`config.mk`:
```
export PLATFORM = sky130hd
export DESIGN_NAME = sprite_fetch_arbiter
export DESIGN_NICKNAME = d
export VERILOG_FILES = /design/src/rtl/sprite_fetch_arbiter.sv
export SDC_FILE = /design/constraint.sdc
export NUM_CORES = 1
export LEC_CHECK = 0
export BUFFER_PORTS_ARGS = -buffer_cell sky130_fd_sc_hd__buf_4
export CORE_ASPECT_RATIO = 0.6
export CORE_MARGIN = 1.5
export CORE_UTILIZATION = 47
export DETAILED_ROUTE_END_ITERATION = 6
export PLACE_DENSITY = 0.8
export SLEW_MARGIN = 20
export SYNTH_ARGS = -nofsm -noshare
export SYNTH_HDL_FRONTEND = slang
export SYNTH_SLANG_ARGS = --single-unit
```
`constraint.sdc`:
```
create_clock -name clk_i -period 2.14 [get_ports clk_i]
set_input_delay 0.214 -clock clk_i [delete_from_list [all_inputs] [get_ports clk_i]]
set_output_delay 0.214 -clock clk_i [all_outputs]
set_load 0.05 [all_outputs]
```
`src/rtl/sprite_fetch_arbiter.sv`:
```
// sprite_fetch_arbiter: time-shares the sprite ROM between sprite engines, one SPR_W-pixel row burst at a time.
// Define SPRITE_ARB_FIXED_PRIO_EN for fixed priority (lowest index wins); default is round-robin.
module sprite_fetch_arbiter #(
   parameter int NUM_REQ = 4,
   parameter int SPR_W   = 16,
   parameter int ADDR_W  = 10,
   parameter int DATA_W  = 24,
   parameter int ROM_LAT = 1
) (
   input  logic                          clk_i,
   input  logic                          rst_i,
   input  logic [NUM_REQ-1:0]            req_i,
   input  logic [NUM_REQ*ADDR_W-1:0]     row_addr_i,
   output logic [NUM_REQ-1:0]            grant_o,
   output logic [NUM_REQ-1:0]            done_o,
   output logic                          busy_o,
   output logic [ADDR_W-1:0]             rom_addr_o,
   input  logic [DATA_W-1:0]             rom_data_i,
   output logic                          pix_valid_o,
   output logic [DATA_W-1:0]             pix_data_o,
   output logic [$clog2(NUM_REQ)-1:0]    pix_id_o,
   output logic [$clog2(SPR_W)-1:0]      pix_col_o
);
   localparam int IDW = $clog2(NUM_REQ);
   localparam int CW  = $clog2(SPR_W);

   typedef enum logic [1:0] {IDLE, ISSUE, DRAIN} state_t;

   state_t              state_q;
   logic [IDW-1:0]      owner_q;
   logic [IDW-1:0]      win;
   logic [ADDR_W-1:0]   base_q;
   logic [ADDR_W-1:0]   rom_addr_q;
   logic [CW-1:0]       col_q;
   logic [1:0]          lat_q;
   logic [NUM_REQ-1:0]  grant_q;
   logic [NUM_REQ-1:0]  done_q;
   logic                busy_q;
   logic                pv_q   [ROM_LAT];
   logic [IDW-1:0]      pid_q  [ROM_LAT];
   logic [CW-1:0]       pcol_q [ROM_LAT];
`ifndef SPRITE_ARB_FIXED_PRIO_EN
   logic [IDW-1:0]      ptr_q;
`endif

   // Pick the next owner; scanning downward lets the nearest candidate overwrite the rest.
   always_comb begin
      win = '0;
`ifdef SPRITE_ARB_FIXED_PRIO_EN
      for (int i = NUM_REQ - 1; i >= 0; i--)
         if (req_i[i]) win = IDW'(i);
`else
      for (int i = NUM_REQ; i >= 1; i--)
         if (req_i[(int'(ptr_q) + i) % NUM_REQ]) win = IDW'((int'(ptr_q) + i) % NUM_REQ);
`endif
   end

   // Burst FSM: grant and first address in one edge, SPR_W issues, then wait out the ROM latency.
   always_ff @(posedge clk_i) begin
      if (rst_i) begin
         state_q    <= IDLE;
         owner_q    <= '0;
         base_q     <= '0;
         rom_addr_q <= '0;
         col_q      <= '0;
         lat_q      <= '0;
         grant_q    <= '0;
         done_q     <= '0;
         busy_q     <= 1'b0;
`ifndef SPRITE_ARB_FIXED_PRIO_EN
         ptr_q      <= IDW'(NUM_REQ - 1);
`endif
      end else begin
         done_q <= '0;
         case (state_q)
            IDLE: if (|req_i) begin
               base_q     <= row_addr_i[win*ADDR_W +: ADDR_W];
               rom_addr_q <= row_addr_i[win*ADDR_W +: ADDR_W];
               owner_q    <= win;
               grant_q    <= NUM_REQ'(1) << win;
               col_q      <= '0;
               busy_q     <= 1'b1;
               state_q    <= ISSUE;
            end
            ISSUE: if (col_q == CW'(SPR_W - 1)) begin
               state_q <= DRAIN;
               lat_q   <= '0;
               if (ROM_LAT == 1) done_q <= grant_q;
            end else begin
               col_q      <= col_q + 1'b1;
               rom_addr_q <= base_q + ADDR_W'(col_q + 1'b1);
            end
            DRAIN: if (lat_q == 2'(ROM_LAT - 1)) begin
               state_q <= IDLE;
               grant_q <= '0;
               busy_q  <= 1'b0;
`ifndef SPRITE_ARB_FIXED_PRIO_EN
               ptr_q   <= owner_q;
`endif
            end else begin
               lat_q <= lat_q + 1'b1;
               if (lat_q == 2'(ROM_LAT - 2)) done_q <= grant_q;
            end
            default: state_q <= IDLE;
         endcase
      end
   end

   // Return pipe: tags each issued address so it lines up with its ROM word.
   always_ff @(posedge clk_i) begin
      if (rst_i) begin
         for (int k = 0; k < ROM_LAT; k++) begin
            pv_q[k]   <= 1'b0;
            pid_q[k]  <= '0;
            pcol_q[k] <= '0;
         end
      end else begin
         pv_q[0]   <= (state_q == ISSUE);
         pid_q[0]  <= owner_q;
         pcol_q[0] <= col_q;
         for (int k = 1; k < ROM_LAT; k++) begin
            pv_q[k]   <= pv_q[k-1];
            pid_q[k]  <= pid_q[k-1];
            pcol_q[k] <= pcol_q[k-1];
         end
      end
   end

   assign grant_o     = grant_q;
   assign done_o      = done_q;
   assign busy_o      = busy_q;
   assign rom_addr_o  = rom_addr_q;
   assign pix_valid_o = pv_q[ROM_LAT-1];
   assign pix_id_o    = pid_q[ROM_LAT-1];
   assign pix_col_o   = pcol_q[ROM_LAT-1];
   assign pix_data_o  = rom_data_i;
endmodule
```
Word level (Yosys, flattened, before mapping) --
Memory sizes are Yosys's and may differ from the RTL's. Index checks and enable logic that the tools add are counted.
Word-level totals: bits in registers 41, RAM bits 7, input bits 70, output and inout port bits 50, logic and storage cells 108, memories kept 3
Memories:
- pcol_q | depth 1, bits a word 4, read ports 1, clocked after Yosys merged registers in 0, wr ports 1, RTL line 41 | logic [CW-1:0] pcol_q [ROM_LAT];
- pid_q | depth 1, bits a word 2, read ports 1, clocked after Yosys merged registers in 0, wr ports 1, RTL line 40 | logic [IDW-1:0] pid_q [ROM_LAT];
- pv_q | depth 1, bits a word 1, read ports 1, clocked after Yosys merged registers in 0, wr ports 1, RTL line 39 | logic pv_q [ROM_LAT];
Cells by class: add/subtract/negate cells 8, $mul 1, $lt $le $gt $ge 4, equal/unequal tests 9, shift operators 2, mux-type cells 48, bitwise logic cells 4, reductions and logical operators 19
Operators with widths (number):
- 40-bit by 7-bit variable part select with 10-bit output | 1
- 4-bit two-way mux | 8
- 4-bit one-hot mux with 2 select lines | 3
- 10-bit two-way mux | 2
- 2-bit two-way mux | 10
- 10-bit one-hot mux with 2 select lines | 1
- 1-bit two-way mux | 17
- 3-bit by 4-bit < comparator with 1-bit output, second input constant | 4
- 3-bit AND reduction | 4
- 10-bit by 5-bit adder with 10-bit output | 1
- 2-bit inequality test, second input constant | 5
- 2-bit OR reduction | 5
- 1-bit binary-select mux with 2-bit select | 4
- 4-bit OR reduction | 2
- 2-bit by 1-bit adder with 2-bit output, second input constant | 3
- 2-bit one-hot mux with 3 select lines | 1
- 2-bit nonzero test | 3
- 4-bit by 1-bit adder with 5-bit output, second input constant | 1
- 2-bit by 3-bit multiplier with 5-bit output, second input constant | 1
- 2-bit adder, second input constant | 2
- 4-bit by 1-bit adder with 4-bit output, second input constant | 1
- 1-bit bitwise AND, first input constant | 4
- 2-bit equality test, second input constant | 2
- 4-bit equality test, second input constant | 1
- 7 further kinds | 9

Longest topological paths before layout --
depth after elaboration 14, mapped depth 9, depth with buffers taken out 9

Least setup slack after synthesis --
Ideal clock, no wire load.
kind register to register, from register col_q[0], to register rom_addr_q[8] (netlist: rom_addr_o[8]), setup time 134 ps, arrival 1806 ps, data required time 2006 ps, path slack 200 ps, cell stages (with the launch flop) 10, path buffers 0, path through dfxtp_1 inv_1 ha_1 inv_1 fa_1 a21o_1 a21oi_1 and3b_1 xnor2_1 o221ai_2
On the way: cells in the longest elaborated chain, start to end 4
Ends and longest elaborated chain:
- from (decl) | RTL line 34 | logic [CW-1:0] col_q;
- from (signal assigned) | RTL line 90 | col_q <= col_q + 1'b1;
- 4-bit by 1-bit adder with 5-bit output | RTL line 91 | rom_addr_q <= base_q + ADDR_W'(col_q + 1'b1);
- 10-bit by 5-bit adder with 10-bit output | RTL line 91
- 10-bit two-way mux | RTL line 85 | ISSUE: if (col_q == CW'(SPR_W - 1)) begin
- 10-bit one-hot mux with 2 select lines | RTL line 75 | case (state_q)
- to (signal assigned) | RTL line 78 | rom_addr_q <= row_addr_i[win*ADDR_W +: ADDR_W];
- to (signal assigned) | RTL line 91
- to (decl) | RTL line 33 | logic [ADDR_W-1:0] rom_addr_q;
Parallel ways exist; a longest one is shown, timed or not. The select of a mux whose other input is x is not followed. A chain may end at the register's enable or synchronous reset.

Worst setup path after layout --
Same ends and word-level chain as after synthesis.

==> impl_results.html <==
<table>
<tr><th>Metric</th><th>Value</th></tr>
<tr><th colspan="2">Route</th></tr>
<tr><td>Number of nets with antenna violations after detailed routing</td><td>0</td></tr>
<tr><td>Mean number of vias per cell</td><td>approximately 5.3</td></tr>
<tr><td>Detailed Route WL</td><td>about 6.5 mm</td></tr>
<tr><td>Per-cell routed wire length</td><td>approximately 15 um</td></tr>
<tr><td>Residual DRC count</td><td>0</td></tr>
<tr><td>Vias post-DR</td><td>approximately 2300</td></tr>
<tr><td>DRC marker count from the first detailed-route iteration</td><td>about 130</td></tr>
<tr><td>First drt pass iteration count</td><td>4</td></tr>
<tr><th colspan="2">Synth</th></tr>
<tr><td>Synthesized instance count</td><td>295</td></tr>
<tr><td>Most used flip-flop cell after synthesis</td><td>sky130_fd_sc_hd__dfxtp_1</td></tr>
<tr><td>Synthesized netlist net count</td><td>roughly 380</td></tr>
<tr><td>Area fraction in compound gates after synthesis</td><td>~16%</td></tr>
<tr><td>Largest family of logic cells by synthesized area</td><td>simple AND/OR/NAND/NOR gates</td></tr>
<tr><td>Mux contribution to synthesized area</td><td>about an eighth</td></tr>
<tr><td>Share of async-settable or async-resettable flops after synthesis</td><td>0%</td></tr>
<tr><td>Cell taking the most area after synthesis</td><td>sky130_fd_sc_hd__dfxtp_1</td></tr>
<tr><td>Area of the mapped netlist</td><td>about 0.0027 mm2</td></tr>
<tr><td>Number of warning messages in the yosys log</td><td>0</td></tr>
<tr><td>Top-area cell type share of the netlist area</td><td>a little over a third</td></tr>
<tr><td>Synthesized-area fraction occupied by and/or/nand/nor cells</td><td>16.92%</td></tr>
<tr><td>Number of enable flip-flop cells after synthesis</td><td>0</td></tr>
<tr><td>Proportion of synthesized chip area in sequential cells</td><td>35.61%</td></tr>
<tr><td>Post-Synthesis Mean Instance Area</td><td>approximately 9.1 um2</td></tr>
<tr><td>Synth Register Bits</td><td>between 40 and 50</td></tr>
<tr><td>Xor/xnor share of the synthesized area</td><td>around 3.2%</td></tr>
<tr><td>Post-synthesis adder-cell area fraction</td><td>approximately 5.8%</td></tr>
<tr><td>Most area-consuming cells after synthesis</td><td>sky130_fd_sc_hd__dfxtp_1 36%, sky130_fd_sc_hd__mux2i_1 7.8%, sky130_fd_sc_hd__buf_4 6.7%, sky130_fd_sc_hd__ha_1 5.1%, sky130_fd_sc_hd__nand2_1 4.2%</td></tr>
<tr><td>Post-synth cell types</td><td>between 40 and 50</td></tr>
<tr><th colspan="2">Timing</th></tr>
<tr><td>Actual slew at the worst max-slew pin</td><td>roughly 0.53 ns</td></tr>
<tr><td>Worst Slack Setup Final</td><td>0.1487 ns</td></tr>
<tr><td>RSZ-0062 raised after global routing</td><td>no</td></tr>
<tr><td>Setup_tns</td><td>0 ns</td></tr>
<tr><td>Slew margin rel.</td><td>between 60% and 70%</td></tr>
<tr><td>Final critical-path share of the clock period</td><td>roughly 93%</td></tr>
<tr><td>Slew Limit Fails</td><td>0</td></tr>
<tr><td>Time the final worst path needs with I/O delays and setup</td><td>roughly 2 ns</td></tr>
<tr><td>Hold violation total from the final report</td><td>0</td></tr>
<tr><td>Final setup violating endpoints</td><td>0</td></tr>
<tr><td>Max Clk Rate</td><td>approximately 0.5 GHz</td></tr>
<tr><td>Max Clock Skew</td><td>approximately 0.0068 ns</td></tr>
<tr><th colspan="2">Worst setup path</th></tr>
<tr><td>Arrival time of the worst setup path</td><td>2.17 ns</td></tr>
<tr><td>Max FO, Critical Path</td><td>4</td></tr>
<tr><td>Worst reg2reg setup slack</td><td>about 0.15 ns</td></tr>
<tr><td>FF-to-FF End</td><td>rom_addr_o[8]$_SDFFE_PP0P_</td></tr>
<tr><td>Type of destination of the critical path</td><td>flip-flop</td></tr>
<tr><td>Critical Path Source Type</td><td>flip-flop</td></tr>
<tr><td>Number of cell instances on the worst register-to-register path</td><td>9</td></tr>
<tr><td>Data required time at the worst endpoint</td><td>~2.3 ns</td></tr>
<tr><td>Startpoint of the most critical register-to-register path</td><td>col_q[0]$_SDFFE_PP0P_</td></tr>
<tr><td>Type of the setup path with the least slack</td><td>flip-flop to flip-flop</td></tr>
<tr><th colspan="2">Floorplanning</th></tr>
<tr><td>Starting density of the core</td><td>between 40% and 50%</td></tr>
<tr><td>Core area</td><td>~0.0055 mm2</td></tr>
<tr><td>Std cell rows</td><td>21</td></tr>
<tr><td>Horiz. Die Dim</td><td>100.8 um</td></tr>
<tr><td>Die height</td><td>about 62 um</td></tr>
<tr><td>Floorplan die area</td><td>0.006221 mm2</td></tr>
<tr><td>Ports</td><td>120</td></tr>
<tr><th colspan="2">Placed design</th></tr>
<tr><td>Worst setup timing slack at the placement stage</td><td>approximately 0.14 ns</td></tr>
<tr><td>Final HPWL from detailed placement</td><td>4.824 mm</td></tr>
<tr><td>GPL Wtd Cong</td><td>between 0.8 and 0.9</td></tr>
<tr><td>Port Buffer Count</td><td>between 70 and 80</td></tr>
<tr><td>Placed cell area</td><td>0.003161 mm2</td></tr>
<tr><th colspan="2">Finish</th></tr>
<tr><td>Number of nets in the layout</td><td>between 400 and 500</td></tr>
<tr><td>Final core area utilization</td><td>59.13%</td></tr>
<tr><td>Synth-to-Final Area Change</td><td>21.46%</td></tr>
<tr><td>Fraction of layout cells with a size suffix above 1</td><td>between 30 and 40%</td></tr>
<tr><td>Diode count</td><td>0</td></tr>
<tr><td>Post-route cell area</td><td>roughly 0.0033 mm2</td></tr>
<tr><th colspan="2">Status</th></tr>
<tr><td>Run status</td><td>completed</td></tr>
<tr><th colspan="2">GRT</th></tr>
<tr><td>Overall fraction of global-route tracks in use</td><td>21.31%</td></tr>
<tr><td>Largest net degree at the start of global routing</td><td>24</td></tr>
<tr><td>Via count of the first global-routing pass</td><td>slightly below 2000</td></tr>
<tr><td>GR Overflow Total</td><td>0</td></tr>
<tr><td>Initial antenna violation count</td><td>0</td></tr>
<tr><td>Global-route wire length before repair</td><td>roughly 9.9 mm</td></tr>
<tr><th colspan="2">Power</th></tr>
<tr><td>Final Total Pwr</td><td>2444 uW</td></tr>
<tr><td>Fraction of power consumed by combinational cells</td><td>30.6%</td></tr>
<tr><td>Sequential cell fraction of total power</td><td>between 40% and 50%</td></tr>
<tr><td>Lkg Pwr</td><td>0.001476 uW</td></tr>
<tr><td>Clk network pwr share</td><td>26.7%</td></tr>
<tr><td>Pwr Density</td><td>roughly 750 mW/mm2</td></tr>
<tr><td>Worst VDD drop</td><td>around 0.37 mV</td></tr>
<tr><td>Switching power total</td><td>just over 800 uW</td></tr>
<tr><td>Switch share</td><td>approximately a third</td></tr>
<tr><td>Cell-internal power</td><td>1619 uW</td></tr>
<tr><th colspan="2">Clock network</th></tr>
<tr><td>Number of hold buffers added after cts</td><td>0</td></tr>
<tr><td>H-tree depth</td><td>2</td></tr>
<tr><td>Sink count of the clock tree</td><td>48</td></tr>
<tr><td>CTS clock-pin slew for the worst setup and hold paths</td><td>approximately 0.09 ns</td></tr>
<tr><td>Post-CTS setup repair buffer count</td><td>0</td></tr>
<tr><td>Clock tree from TritonCTS</td><td>built</td></tr>
<tr><td>Clock latency on the worst-skew pair</td><td>approximately 0.30 ns</td></tr>
<tr><td>Cell chosen for the clock root</td><td>sky130_fd_sc_hd__clkbuf_8</td></tr>
<tr><td>Deepest clock path buffer count</td><td>2</td></tr>
<tr><td>Gates resized, CTS repair</td><td>0</td></tr>
<tr><td>Clock buffers created by TritonCTS</td><td>5</td></tr>
<tr><th colspan="2">Hold path</th></tr>
<tr><td>Hold Path Depth</td><td>2</td></tr>
<tr><td>Hold_sp</td><td>rst_i</td></tr>
<tr><td>Type of the worst min-delay path</td><td>primary input to flip-flop</td></tr>
<tr><td>Hold-critical path endpoint</td><td>lat_q[0]$_SDFFE_PP0P_</td></tr>
<tr><th colspan="2">Flow run</th></tr>
<tr><td># Max-Cap Violations</td><td>0</td></tr>
</table>
-- metrics by stage --
step | cells | hold slack [ns]
6_report | 428 | 0.2552
5_1_grt | 428 | 0.2477
4_1_cts | 428 | 0.2495
3_5_place_dp | 420 | 0.4283
3_3_place_gp | 420 | 0.4283
2_1_floorplan | 295 | 0.2971
-- cells by family after synthesis --
logic type / Yosys count
AOI/OAI and AO/OA: 54
xor gates and xnor gates: 10
adders and majority gates: 12
buffers and inverters: 46
DFF: 48
muxes: 31
and+or+nand+nor: 94
-- layout make-up --
type,count,area [um2]
Sequential cell,48,960.9
Multi-Input combinational cell,201,1464
Inverter,11,41.29
Tap cell,80,100.1
Timing Repair Buffer,80,600.6
Clock inverter,3,42.54
Clock buffer,5,68.82
Fill cell,492,2266
-- power groups by stage --
stage	clock network (uW)	logic (uW)	registers [uW]
floorplan	0	462	1210
CTS	661	743	1040
finish	653	747	1040
global route	700	803	1050
global placement	0	721	1060
detailed placement	0	736	1060
-- sequential cells by signal, summed over array words and instances (netlist names) --
signal,flops
pid_q,2
owner_q,2
pcol_q,4
ptr_q,2
lat_q,2
col_q,4
pv_q,1
busy_o,1
done_o,4
state_q,2
grant_o,4
rom_addr_o,10
base_q,10
-- per-layer routing --
layer / vias up / global-route usage [%] / routed length, um
met2: 91 / 32.72 / 2626
li1: 1113 / - / -
met4: 0 / 4.628 / 37
met5: - / 0 / 0
met3: 7 / 5.369 / 639
met1: 1068 / 30.65 / 3174
-- worst max-delay path by stage --
stage,start,endpoint,slack (ns),cells after the start
global route,col_q[0]$_SDFFE_PP0P_,rom_addr_o[8]$_SDFFE_PP0P_,0.03,9
floorplan,col_q[0]$_SDFFE_PP0P_,rom_addr_o[8]$_SDFFE_PP0P_,0.20,9
detailed placement,col_q[0]$_SDFFE_PP0P_,rom_addr_o[8]$_SDFFE_PP0P_,0.14,9
global placement,col_q[0]$_SDFFE_PP0P_,rom_addr_o[8]$_SDFFE_PP0P_,0.20,9
CTS,col_q[0]$_SDFFE_PP0P_,rom_addr_o[8]$_SDFFE_PP0P_,0.1,9
finish,col_q[0]$_SDFFE_PP0P_,rom_addr_o[8]$_SDFFE_PP0P_,0.15,9
-- Yosys cell counts, types with 6 or more instances --
cell / number
sky130_fd_sc_hd__dfxtp_1: 48
sky130_fd_sc_hd__nand3_1: 16
sky130_fd_sc_hd__mux2i_1: 21
sky130_fd_sc_hd__buf_4: 24
sky130_fd_sc_hd__nand2_1: 30
sky130_fd_sc_hd__xor2_1: 7
sky130_fd_sc_hd__nand2b_1: 6
sky130_fd_sc_hd__ha_1: 11
sky130_fd_sc_hd__inv_1: 11
sky130_fd_sc_hd__a21oi_1: 11
sky130_fd_sc_hd__nor2_1: 16
sky130_fd_sc_hd__clkbuf_1: 6
sky130_fd_sc_hd__o22ai_1: 10
sky130_fd_sc_hd__o221ai_2: 7
sky130_fd_sc_hd__mux2_2: 9
sky130_fd_sc_hd__nor2b_1: 9
-- layout by cell type (no fill, tap or decap), types with 2 or more instances in the layout --
master	count
sky130_fd_sc_hd__buf_4	80
sky130_fd_sc_hd__dfxtp_1	48
sky130_fd_sc_hd__nand2_1	30
sky130_fd_sc_hd__mux2i_1	21
sky130_fd_sc_hd__nor2_1	16
sky130_fd_sc_hd__nand3_1	16
sky130_fd_sc_hd__inv_1	11
sky130_fd_sc_hd__ha_1	11
sky130_fd_sc_hd__o22ai_1	10
sky130_fd_sc_hd__a21oi_1	10
sky130_fd_sc_hd__mux2_2	9
sky130_fd_sc_hd__nor2b_1	9
sky130_fd_sc_hd__xor2_1	7
sky130_fd_sc_hd__o221ai_2	7
sky130_fd_sc_hd__nand2b_1	6
sky130_fd_sc_hd__clkbuf_8	5
sky130_fd_sc_hd__o21ai_1	4
sky130_fd_sc_hd__and2_1	4
sky130_fd_sc_hd__a21oi_2	3
sky130_fd_sc_hd__nor3_1	3
sky130_fd_sc_hd__and3_1	3
sky130_fd_sc_hd__o21ai_0	3
sky130_fd_sc_hd__xnor2_1	3
sky130_fd_sc_hd__a32oi_1	3
sky130_fd_sc_hd__or3_1	2
sky130_fd_sc_hd__a31oi_1	2
sky130_fd_sc_hd__a21o_1	2
-- worst max-delay path: stages (launching register included) --
cell and delay (ns):
sky130_fd_sc_hd__dfxtp_1 0.35, sky130_fd_sc_hd__inv_1 0.10, sky130_fd_sc_hd__ha_1 0.16, sky130_fd_sc_hd__inv_1 0.06, sky130_fd_sc_hd__fa_2 0.35, sky130_fd_sc_hd__a21o_1 0.21, sky130_fd_sc_hd__a21oi_2 0.17, sky130_fd_sc_hd__and3b_1 0.20
sky130_fd_sc_hd__xnor2_1 0.17, sky130_fd_sc_hd__o221ai_2 0.10
Note: power is estimated with default switching activity, not from simulation.
